===== src/rtl/debounce_pkg.sv =====
// debounce_pkg: shared FSM state type and limits for debounce_filter
package debounce_pkg;
  typedef enum logic [1:0] {
    IDLE_LOW  = 2'd0,
    CHK_HIGH  = 2'd1,
    IDLE_HIGH = 2'd2,
    CHK_LOW   = 2'd3
  } state_t;
  localparam int SYNC_STAGES_MIN = 2;
endpackage


===== src/rtl/sync_chain.sv =====
// sync_chain: STAGES-deep flop chain bringing an asynchronous level into the clk domain
module sync_chain #(
  parameter int STAGES = 2
) (
  input  logic clk,
  input  logic rst_n,
  input  logic d,
  output logic q
);
  logic [STAGES-1:0] chain_q, chain_d;
  assign chain_d = {chain_q[STAGES-2:0], d};
  always_ff @(posedge clk or negedge rst_n) begin
    if (!rst_n) chain_q <= '0;
    else chain_q <= chain_d;
  end
  assign q = chain_q[STAGES-1];
endmodule


===== src/rtl/debounce_filter.sv =====
// debounce_filter: synchronizes and debounces a noisy level, with optional edge strobes
// Define DEBOUNCE_EDGE_EN to generate rise_pulse/fall_pulse; otherwise they are tied low.
module debounce_filter
  import debounce_pkg::*;
#(
  parameter int SYNC_STAGES   = 2,
  parameter int STABLE_CYCLES = 1000
) (
  input  logic clk,
  input  logic rst_n,
  input  logic raw_in,
  output logic level_out,
  output logic rise_pulse,
  output logic fall_pulse
);
  localparam int N  = SYNC_STAGES < SYNC_STAGES_MIN ? SYNC_STAGES_MIN : SYNC_STAGES;
  localparam int CW = $clog2(STABLE_CYCLES + 1);
  localparam logic [CW-1:0] LAST = CW'(STABLE_CYCLES - 1);
  logic sync_q;
  state_t state_q, state_d;
  logic [CW-1:0] cnt_q, cnt_d;
  logic level_q, level_d;
  logic hi_done, lo_done;
  sync_chain #(.STAGES(N)) u_sync (
    .clk   (clk),
    .rst_n (rst_n),
    .d     (raw_in),
    .q     (sync_q)
  );
  assign hi_done = state_q == CHK_HIGH && sync_q && cnt_q == LAST;
  assign lo_done = state_q == CHK_LOW && !sync_q && cnt_q == LAST;
  always_comb begin
    state_d = state_q;
    cnt_d   = cnt_q;
    level_d = level_q;
    case (state_q)
      IDLE_LOW: if (sync_q) begin
        state_d = CHK_HIGH;
        cnt_d   = '0;
      end
      CHK_HIGH: begin
        state_d = !sync_q ? IDLE_LOW : hi_done ? IDLE_HIGH : CHK_HIGH;
        cnt_d   = (!sync_q || hi_done) ? '0 : cnt_q + 1'b1;
        level_d = hi_done ? 1'b1 : level_q;
      end
      IDLE_HIGH: if (!sync_q) begin
        state_d = CHK_LOW;
        cnt_d   = '0;
      end
      CHK_LOW: begin
        state_d = sync_q ? IDLE_HIGH : lo_done ? IDLE_LOW : CHK_LOW;
        cnt_d   = (sync_q || lo_done) ? '0 : cnt_q + 1'b1;
        level_d = lo_done ? 1'b0 : level_q;
      end
      default: begin
        state_d = IDLE_LOW;
        cnt_d   = '0;
      end
    endcase
  end
  always_ff @(posedge clk or negedge rst_n) begin
    if (!rst_n) begin
      state_q <= IDLE_LOW;
      cnt_q   <= '0;
      level_q <= 1'b0;
    end else begin
      state_q <= state_d;
      cnt_q   <= cnt_d;
      level_q <= level_d;
    end
  end
  assign level_out = level_q;
`ifdef DEBOUNCE_EDGE_EN
  // Strobes register on the same edge as level_q, so they coincide with the new level.
  logic rise_q, fall_q;
  always_ff @(posedge clk or negedge rst_n) begin
    if (!rst_n) begin
      rise_q <= 1'b0;
      fall_q <= 1'b0;
    end else begin
      rise_q <= hi_done;
      fall_q <= lo_done;
    end
  end
  assign rise_pulse = rise_q;
  assign fall_pulse = fall_q;
`else
  assign rise_pulse = 1'b0;
  assign fall_pulse = 1'b0;
`endif
endmodule


===== config.mk =====
export PLATFORM = sky130hd
export DESIGN_NAME = debounce_filter
export DESIGN_NICKNAME = d
export VERILOG_FILES = /design/src/rtl/debounce_pkg.sv /design/src/rtl/sync_chain.sv /design/src/rtl/debounce_filter.sv
export SDC_FILE = /design/constraint.sdc
export NUM_CORES = 1
export LEC_CHECK = 0
export CAP_MARGIN = 5
export CORE_MARGIN = 8
export CORE_UTILIZATION = 58
export CTS_CLUSTER_DIAMETER = 40
export DETAILED_ROUTE_END_ITERATION = 7
export MAX_ROUTING_LAYER = met4
export PLACE_DENSITY = 0.79
export REMOVE_ABC_BUFFERS = 1
export SLEW_MARGIN = 20
export SYNTH_ARGS = -nofsm -noshare
export SYNTH_HDL_FRONTEND = slang
export SYNTH_SLANG_ARGS = --single-unit

===== constraint.sdc =====
create_clock -name clk -period 2.55 [get_ports clk]
set_input_delay 0.765 -clock clk [delete_from_list [all_inputs] [get_ports clk]]
set_output_delay 0.765 -clock clk [all_outputs]
set_load 0.01 [all_outputs]

==> results.py, run 1 <==
metrics = {
    "setup_path": {
        "criticalPathCategory": "reg -> out",
        "critPathMaxFanout": 3,
        "crit_path_end_kind": "primary output",
        "cp-start-kind": "flop",
        "critical_path_arrival_ps": 1200,
        "cp_slowest_stage_delay_ps": 540,
        "worst_ep_required_time_ps": 1790,
        "critPathSlowestCell": "clkdlybuf4s50_1",
        "r2r_start": "cnt_q[3]",
        "rrSetupSlack_ps": 770,
        "rr_endpoint": "state_q[1]",
        "r2r_cells": 4,
        "crit_start": "level_out",
        "path_delay_family": "buffers and inverters",
        "path_buf_inv": 1,
        "crit_chain": "clkdlybuf4s50_1",
    },
    "layout": {
        "syn_to_final_growth_pct": 7.25,
        "drive_gt1_share_pct": 7.23,
        "fin_nets": 88,
        "layout_commonest_cell": "dfrtp_1",
        "finalInstanceArea_um2": 833,
        "insertedDiodeCount": 0,
        "final_cell_mix": "dfrtp_1 (15), nand2_1 (9), inv_1 (6), a31oi_1 (5), nand3_1 (5)",
    },
    "clock_tree": {
        "clk_path_buf_depth": 2,
        "cts_htree_levels": 1,
        "cts_setup_buffers": 0,
        "clkLatencyLatePin_ps": 290,
        "cts_buffers": 3,
        "tritoncts": "done",
        "ctsResizeCount": 0,
        "cts-root-buf": "clkbuf_4",
        "path_clk_slew_ps": 90,
        "cts_hold_buf": 0,
        "cts_sinks": 15,
    },
    "job": {
        "max_cap_viol_count": 0,
    },
    "route": {
        "initialDrtViolationCount": 11,
        "wl_per_cell_um": 15.2,
        "wl_um": 1490,
        "drtPass1Iterations": 4,
        "ant_nets": 0,
        "drc_errors": 0,
        "route.vias.total": 604,
        "via_per_inst": 6.16,
    },
    "grt": {
        "grt_pass1_wl_um": 2590,
        "antenna_found_initial": 0,
        "grt_max_degree": 16,
        "overflow": 0,
        "grtUsageTotal_pct": 13.2,
        "grt_pass1_vias": 575,
    },
    "floorplanning": {
        "initial_utilization_pct": 61.2,
        "coreArea_um2": 1270,
        "fp.dieArea_um2": 2770,
        "ios": 6,
        "die_h_um": 52.6,
        "die_width_um": 52.6,
        "fp-row-count": 13,
    },
    "power": {
        "sw_frac_of_total_pct": 25.1,
        "combPwrFrac_pct": 6.2,
        "peakVddDrop_mv": 0.409,
        "intPower_uw": 310,
        "leakagePower_nw": 0.338,
        "clockPowerShare_pct": 34.0,
        "pwr-share-seq_pct": 59.8,
        "p_total_uw": 415,
        "p_switching_uw": 104,
        "powerDensity_nw_per_um2": 498,
    },
    "logic_synthesis": {
        "synth-compound-area-share_pct": 14.0,
        "yosys_warnings": 0,
        "synth-xor-area-share_pct": 2.25,
        "synthCells": 79,
        "synth-adder-area-share_pct": 1.61,
        "synthSimpleGateAreaFrac_pct": 24.6,
        "synth_seq_cells": 15,
        "syn_area_per_cell_um2": 9.84,
        "synth.distinct_cells": 31,
        "syn_area_um2": 777,
        "synth.mux.area_fraction_pct": 2.74,
        "synth_top_family_by_area": "simple AND/OR/NAND/NOR gates",
        "seq_area_frac_synth_pct": 48.3,
    },
    "min_path": {
        "min_to": "u_sync.chain_q[1]",
        "hold_path_depth": 0,
        "hold_path.class": "reg -> reg",
        "hold_start": "u_sync.chain_q[0]",
    },
    "placement": {
        "dp_hpwl_um": 1080,
        "portBuffers": 3,
        "routabilityCongestion": 0.808,
        "place_area_um2": 806,
    },
    "sta": {
        "period_minus_slack_ps": 1970,
        "fmax_mhz": 508,
        "setup_tns_ps": 0,
        "finClkSkew_ps": 2.76,
        "relSlewSlack_pct": 56.4,
        "worstMarginPinSlew_ps": 652,
        "finalMaxSlewViolations": 0,
        "finalSetupViolations": 0,
        "fin_hold_ws_ps": 358,
        "min_period_over_period_pct": 77.2,
        "rsz0062_at_grt": "false",
        "hold_viol": 0,
    },
    "status": {
        "status": "completed",
    },
}
[cell type report]
type	count	area [um^2]
multi-input combinational	55	359
inverter	6	22.5
clock buffer	3	22.5
tap	15	18.8
timing repair buffer	3	30.0
sequential	15	375
fill	102	435
clock inverter	1	5.00
[per-stage QoR]
stage / util [%] / setup WS (ps) / std cells
finish: 65.7 / 582 / 98
CTS: 65.7 / 568 / 98
floorplan: - / 919 / 76
global placement: 63.5 / 813 / 94
global route: 65.7 / 534 / 98
detailed placement: 63.5 / 800 / 94
[worst max path at each step]
stage / to / slack [ps] / cells after the start
5_1_grt: level_out / 530 / 1
2_1_floorplan: cnt_q[1] / 920 / 3
6_report: level_out / 580 / 1
3_3_place_gp: cnt_q[1] / 810 / 3
3_5_place_dp: cnt_q[7] / 800 / 4
4_1_cts: level_out / 570 / 1
[synthesized netlist by cell type]
cell / count / area, um^2
nor3b_2: 1 / 12.5
nand2_1: 9 / 33.8
inv_1: 6 / 22.5
xnor2_1: 1 / 8.76
buf_2: 1 / 5.00
nand4_1: 2 / 12.5
or4_1: 4 / 30.0
xor2_1: 1 / 8.76
o31ai_1: 1 / 7.51
conb_1: 1 / 3.75
ha_1: 1 / 12.5
o211ai_1: 1 / 7.51
a21oi_1: 1 / 5.00
buf_4: 2 / 15.0
o2111ai_1: 1 / 8.76
nor3_2: 1 / 10.0
a32o_1: 2 / 20.0
or3b_1: 1 / 8.76
o22a_1: 1 / 8.76
mux2i_1: 1 / 10.0
nor2_1: 1 / 3.75
o21ai_1: 4 / 20.0
and4_1: 2 / 17.5
dfrtp_1: 15 / 375
nand3_1: 5 / 25.0
mux2_1: 1 / 11.3
a31oi_1: 5 / 31.3
clkbuf_1: 1 / 3.75
and2_1: 2 / 12.5
and3_1: 1 / 6.26
or3_1: 3 / 18.8
[metal layers]
| metal | track usage, % | vias to the layer above | share of wire (%) | wire length, um |
|---|---|---|---|---|
| li1 | - | 298 | - | - |
| met2 | 20.6 | 12 | 46 | 680 |
| met4 | 7.76 | 0 | 3.1 | 46 |
| met5 | - | - | 0 | 0 |
| met1 | 14.2 | 290 | 47 | 698 |
| met3 | 4.55 | 4 | 4.5 | 67 |
[power groups by stage]
stage                     logic (mW)  registers [mW]  clock network, mW
final                         0.0259           0.248              0.141
after floorplan               0.0148           0.251                  0
after global placement        0.0258           0.252                  0
after CTS                     0.0262           0.248              0.142
after global routing          0.0299           0.249              0.154
after detailed placement      0.0261           0.253                  0
[registers in the layout, indices dropped and copies added, names as in the netlist]
name and flops:
state_q 2, level_out 1, cnt_q 10, u_sync.chain_q 2
[logic make-up (layout without fill, tap and decap cells)]
family          Yosys count  in the layout
compound gates           16             16
xor+xnor                  2              2
fa+ha+maj                 1              1
buf+inv                  10             13
flops                    15             15
mux                       2              2
other cells               1              2
simple gates             32             32
Note: power is estimated with default switching activity, not from simulation.
==> inputs of run 2 (changes only) <==
--- a/config.mk
+++ b/config.mk
@@ -7,11 +7,11 @@
 export LEC_CHECK = 0
 export CAP_MARGIN = 5
 export CORE_MARGIN = 8
-export CORE_UTILIZATION = 58
+export CORE_UTILIZATION = 49
 export CTS_CLUSTER_DIAMETER = 40
 export DETAILED_ROUTE_END_ITERATION = 7
 export MAX_ROUTING_LAYER = met4
-export PLACE_DENSITY = 0.79
+export PLACE_DENSITY = 0.71
 export REMOVE_ABC_BUFFERS = 1
 export SLEW_MARGIN = 20
 export SYNTH_ARGS = -nofsm -noshare
==> constraint.sdc (replaced) <==
create_clock -name clk -period 1.8 [get_ports clk]
set_input_delay 0.54 -clock clk [delete_from_list [all_inputs] [get_ports clk]]
set_output_delay 0.54 -clock clk [all_outputs]
set_load 0.01 [all_outputs]
==> run 2 against run 1 <==
Net effect: critical path depth increased by 4; via count increased by 4.3%; routed wire length increased by 1.1%; first-iteration DRC count increased to 5.4 times the previous value; final area increased by 7.5%; count of clock-buffer cells in the layout unchanged; clock skew increased by 0.93 ps; worst setup slack got worse by 480 ps; final cell count increased by 7.1%; die area increased by 13%; flip-flop and latch count unchanged; largest cell class unchanged; largest power group unchanged.
==> results.py, run 2 (synthesized netlist as in run 1, its figures left out) <==
metrics = {
    "layout": {
        "finalInstanceArea_um2": 896,
        "reg.largest.list": "cnt_q: 10 flops, state_q: 2 flops, u_sync.chain_q: 2 flops",
        "top_register": "cnt_q",
        "final_cell_mix": "dfrtp_1 (15), nand2_1 (9), inv_1 (6), buf_4 (6)",
        "layout_commonest_cell": "dfrtp_1",
        "syn_to_final_growth_pct": 15.3,
        "largest_reg_flops": 10,
        "drive_gt1_share_pct": 15.7,
        "fill_cells": 121,
        "fin_nets": 94,
        "insertedDiodeCount": 0,
    },
    "setup_path": {
        "r2r_start": "cnt_q[0]",
        "crit_path_end_kind": "flop",
        "rr_endpoint": "level_out",
        "critical_path_arrival_ps": 1940,
        "worst_ep_required_time_ps": 2040,
        "path_delay_family": "simple AND/OR/NAND/NOR gates",
        "criticalPathCategory": "reg -> reg",
        "cp-start-kind": "flop",
        "critPathSlowestCell": "or3_4",
        "r2r_cells": 5,
        "critPathMaxFanout": 8,
        "cp_slowest_stage_delay_ps": 470,
        "crit_chain": "ha_2, nand4_1, or3_4, nor3b_2, o22a_1",
        "path_buf_inv": 0,
        "rrSetupSlack_ps": 100,
    },
    "clock_tree": {
        "clk_path_buf_depth": 2,
        "cts_htree_levels": 1,
        "cts_buffers": 3,
        "tritoncts": "done",
        "cts_setup_buffers": 0,
        "path_clk_slew_ps": 90,
        "cts-root-buf": "clkbuf_4",
        "cts_sinks": 15,
        "clkLatencyLatePin_ps": 290,
    },
    "sta": {
        "fmax_mhz": 590,
        "rsz0062_at_grt": "false",
        "setup_tns_ps": 0,
        "hold_viol": 0,
        "finalSetupViolations": 0,
        "finClkSkew_ps": 3.69,
        "min_period_over_period_pct": 94.2,
        "period_minus_slack_ps": 1700,
        "finalMaxSlewViolations": 0,
    },
    "route": {
        "via_per_inst": 6.00,
        "wl_um": 1510,
        "ant_nets": 0,
        "drc_errors": 0,
        "route.vias.total": 630,
        "drtPass1Iterations": 5,
        "initialDrtViolationCount": 59,
        "wl_per_cell_um": 14.4,
    },
    "min_path": {
        "min_to": "u_sync.chain_q[1]",
        "hold_path_depth": 0,
        "hold_start": "u_sync.chain_q[0]",
        "hold_path.class": "reg -> reg",
    },
    "power": {
        "sw_frac_of_total_pct": 25.0,
        "powerDensity_nw_per_um2": 662,
        "clockPowerShare_pct": 33.7,
        "p_switching_uw": 148,
        "leakagePower_nw": 0.404,
        "intPower_uw": 445,
        "combPwrFrac_pct": 7.1,
        "pwr-share-seq_pct": 59.2,
        "peakVddDrop_mv": 0.516,
    },
    "grt": {
        "grtUsageTotal_pct": 10.4,
        "overflow": 0,
        "grt_max_degree": 16,
        "grt_pass1_vias": 626,
        "grt_pass1_wl_um": 2620,
        "antenna_found_initial": 0,
    },
    "job": {
        "max_cap_viol_count": 0,
    },
    "floorplanning": {
        "fp-row-count": 14,
        "fp.dieArea_um2": 3120,
        "coreArea_um2": 1490,
        "die_h_um": 55.8,
        "die_width_um": 55.8,
        "initial_utilization_pct": 52.2,
        "ios": 6,
    },
    "placement": {
        "routabilityCongestion": 0.916,
        "place_area_um2": 852,
        "portBuffers": 3,
        "dp_hpwl_um": 1040,
    },
    "status": {
        "status": "completed",
    },
}
## run 2: cell types whose count changed in the layout (fill, tap and decap cells not counted), sizes merged
cell	delta
dlymetal6s2s	+1
clkdlybuf4s50	-1
buf	+6
## run 2: how the worst max path moves through the flow
stage                end  slack, ps  cells past startpoint       start
4_1_cts        level_out         10                      1   level_out
3_3_place_gp    cnt_q[1]        130                      4    cnt_q[0]
2_1_floorplan   cnt_q[1]        170                      3    cnt_q[3]
6_report       level_out        100                      5    cnt_q[0]
5_1_grt         cnt_q[9]          7                      4  state_q[1]
3_5_place_dp   level_out         70                      5    cnt_q[0]
## run 2: metal layers
| layer | GRT usage (%) | vias up | routed length (um) |
|---|---|---|---|
| met2 | 15.1 | 29 | 675 |
| met4 | 7.56 | 0 | 52 |
| met5 | - | - | 0 |
| met3 | 2.97 | 7 | 94 |
| met1 | 12.1 | 284 | 687 |
| li1 | - | 310 | - |
## run 2: worst register-to-register path, cell delays in order (launching register included)
cell	delay (ps)
dfrtp_1	420
ha_2	230
nand4_1	180
or3_4	470
nor3b_2	200
o22a_1	150
## run 2: stage by stage
step,power [mW],worst slack (ps),hold slack [ps],utilization (%),instances
after global placement,0.399,125,334,57.2,101
after floorplan,0.377,169,244,-,76
after CTS,0.603,14.7,369,59.1,105
after global routing,0.619,6.71,376,60.2,105
final,0.593,105,362,60.2,105
after detailed placement,0.400,66.9,346,57.2,101
## run 2: power by group through the flow
stage	Sequential (mW)	Clock [mW]	Combinational (mW)
finish	0.351	0.200	0.0421
global route	0.352	0.218	0.0484
CTS	0.351	0.210	0.0422
detailed placement	0.358	0	0.0420
global placement	0.357	0	0.0422
floorplan	0.356	0	0.0210
## run 2: area by class of cell
type / instances / area [um^2] / share of cell area [%]
clock buffer: 3 / 22.5 / 2.51
clock inverter: 1 / 5.00 / 0.559
multi-input combinational: 55 / 373 / 41.6
sequential: 15 / 375 / 41.9
timing repair buffer: 9 / 77.6 / 8.66
inverter: 6 / 22.5 / 2.51
tap: 16 / 20.0 / 2.23
## run 2: repair_timing
item                                    in CTS  in global routing
resized for setup                            0                  4
endpoints found under the setup margin       0                 10
hold buffers                                 0                  0
endpoints found under the hold margin        0                  0
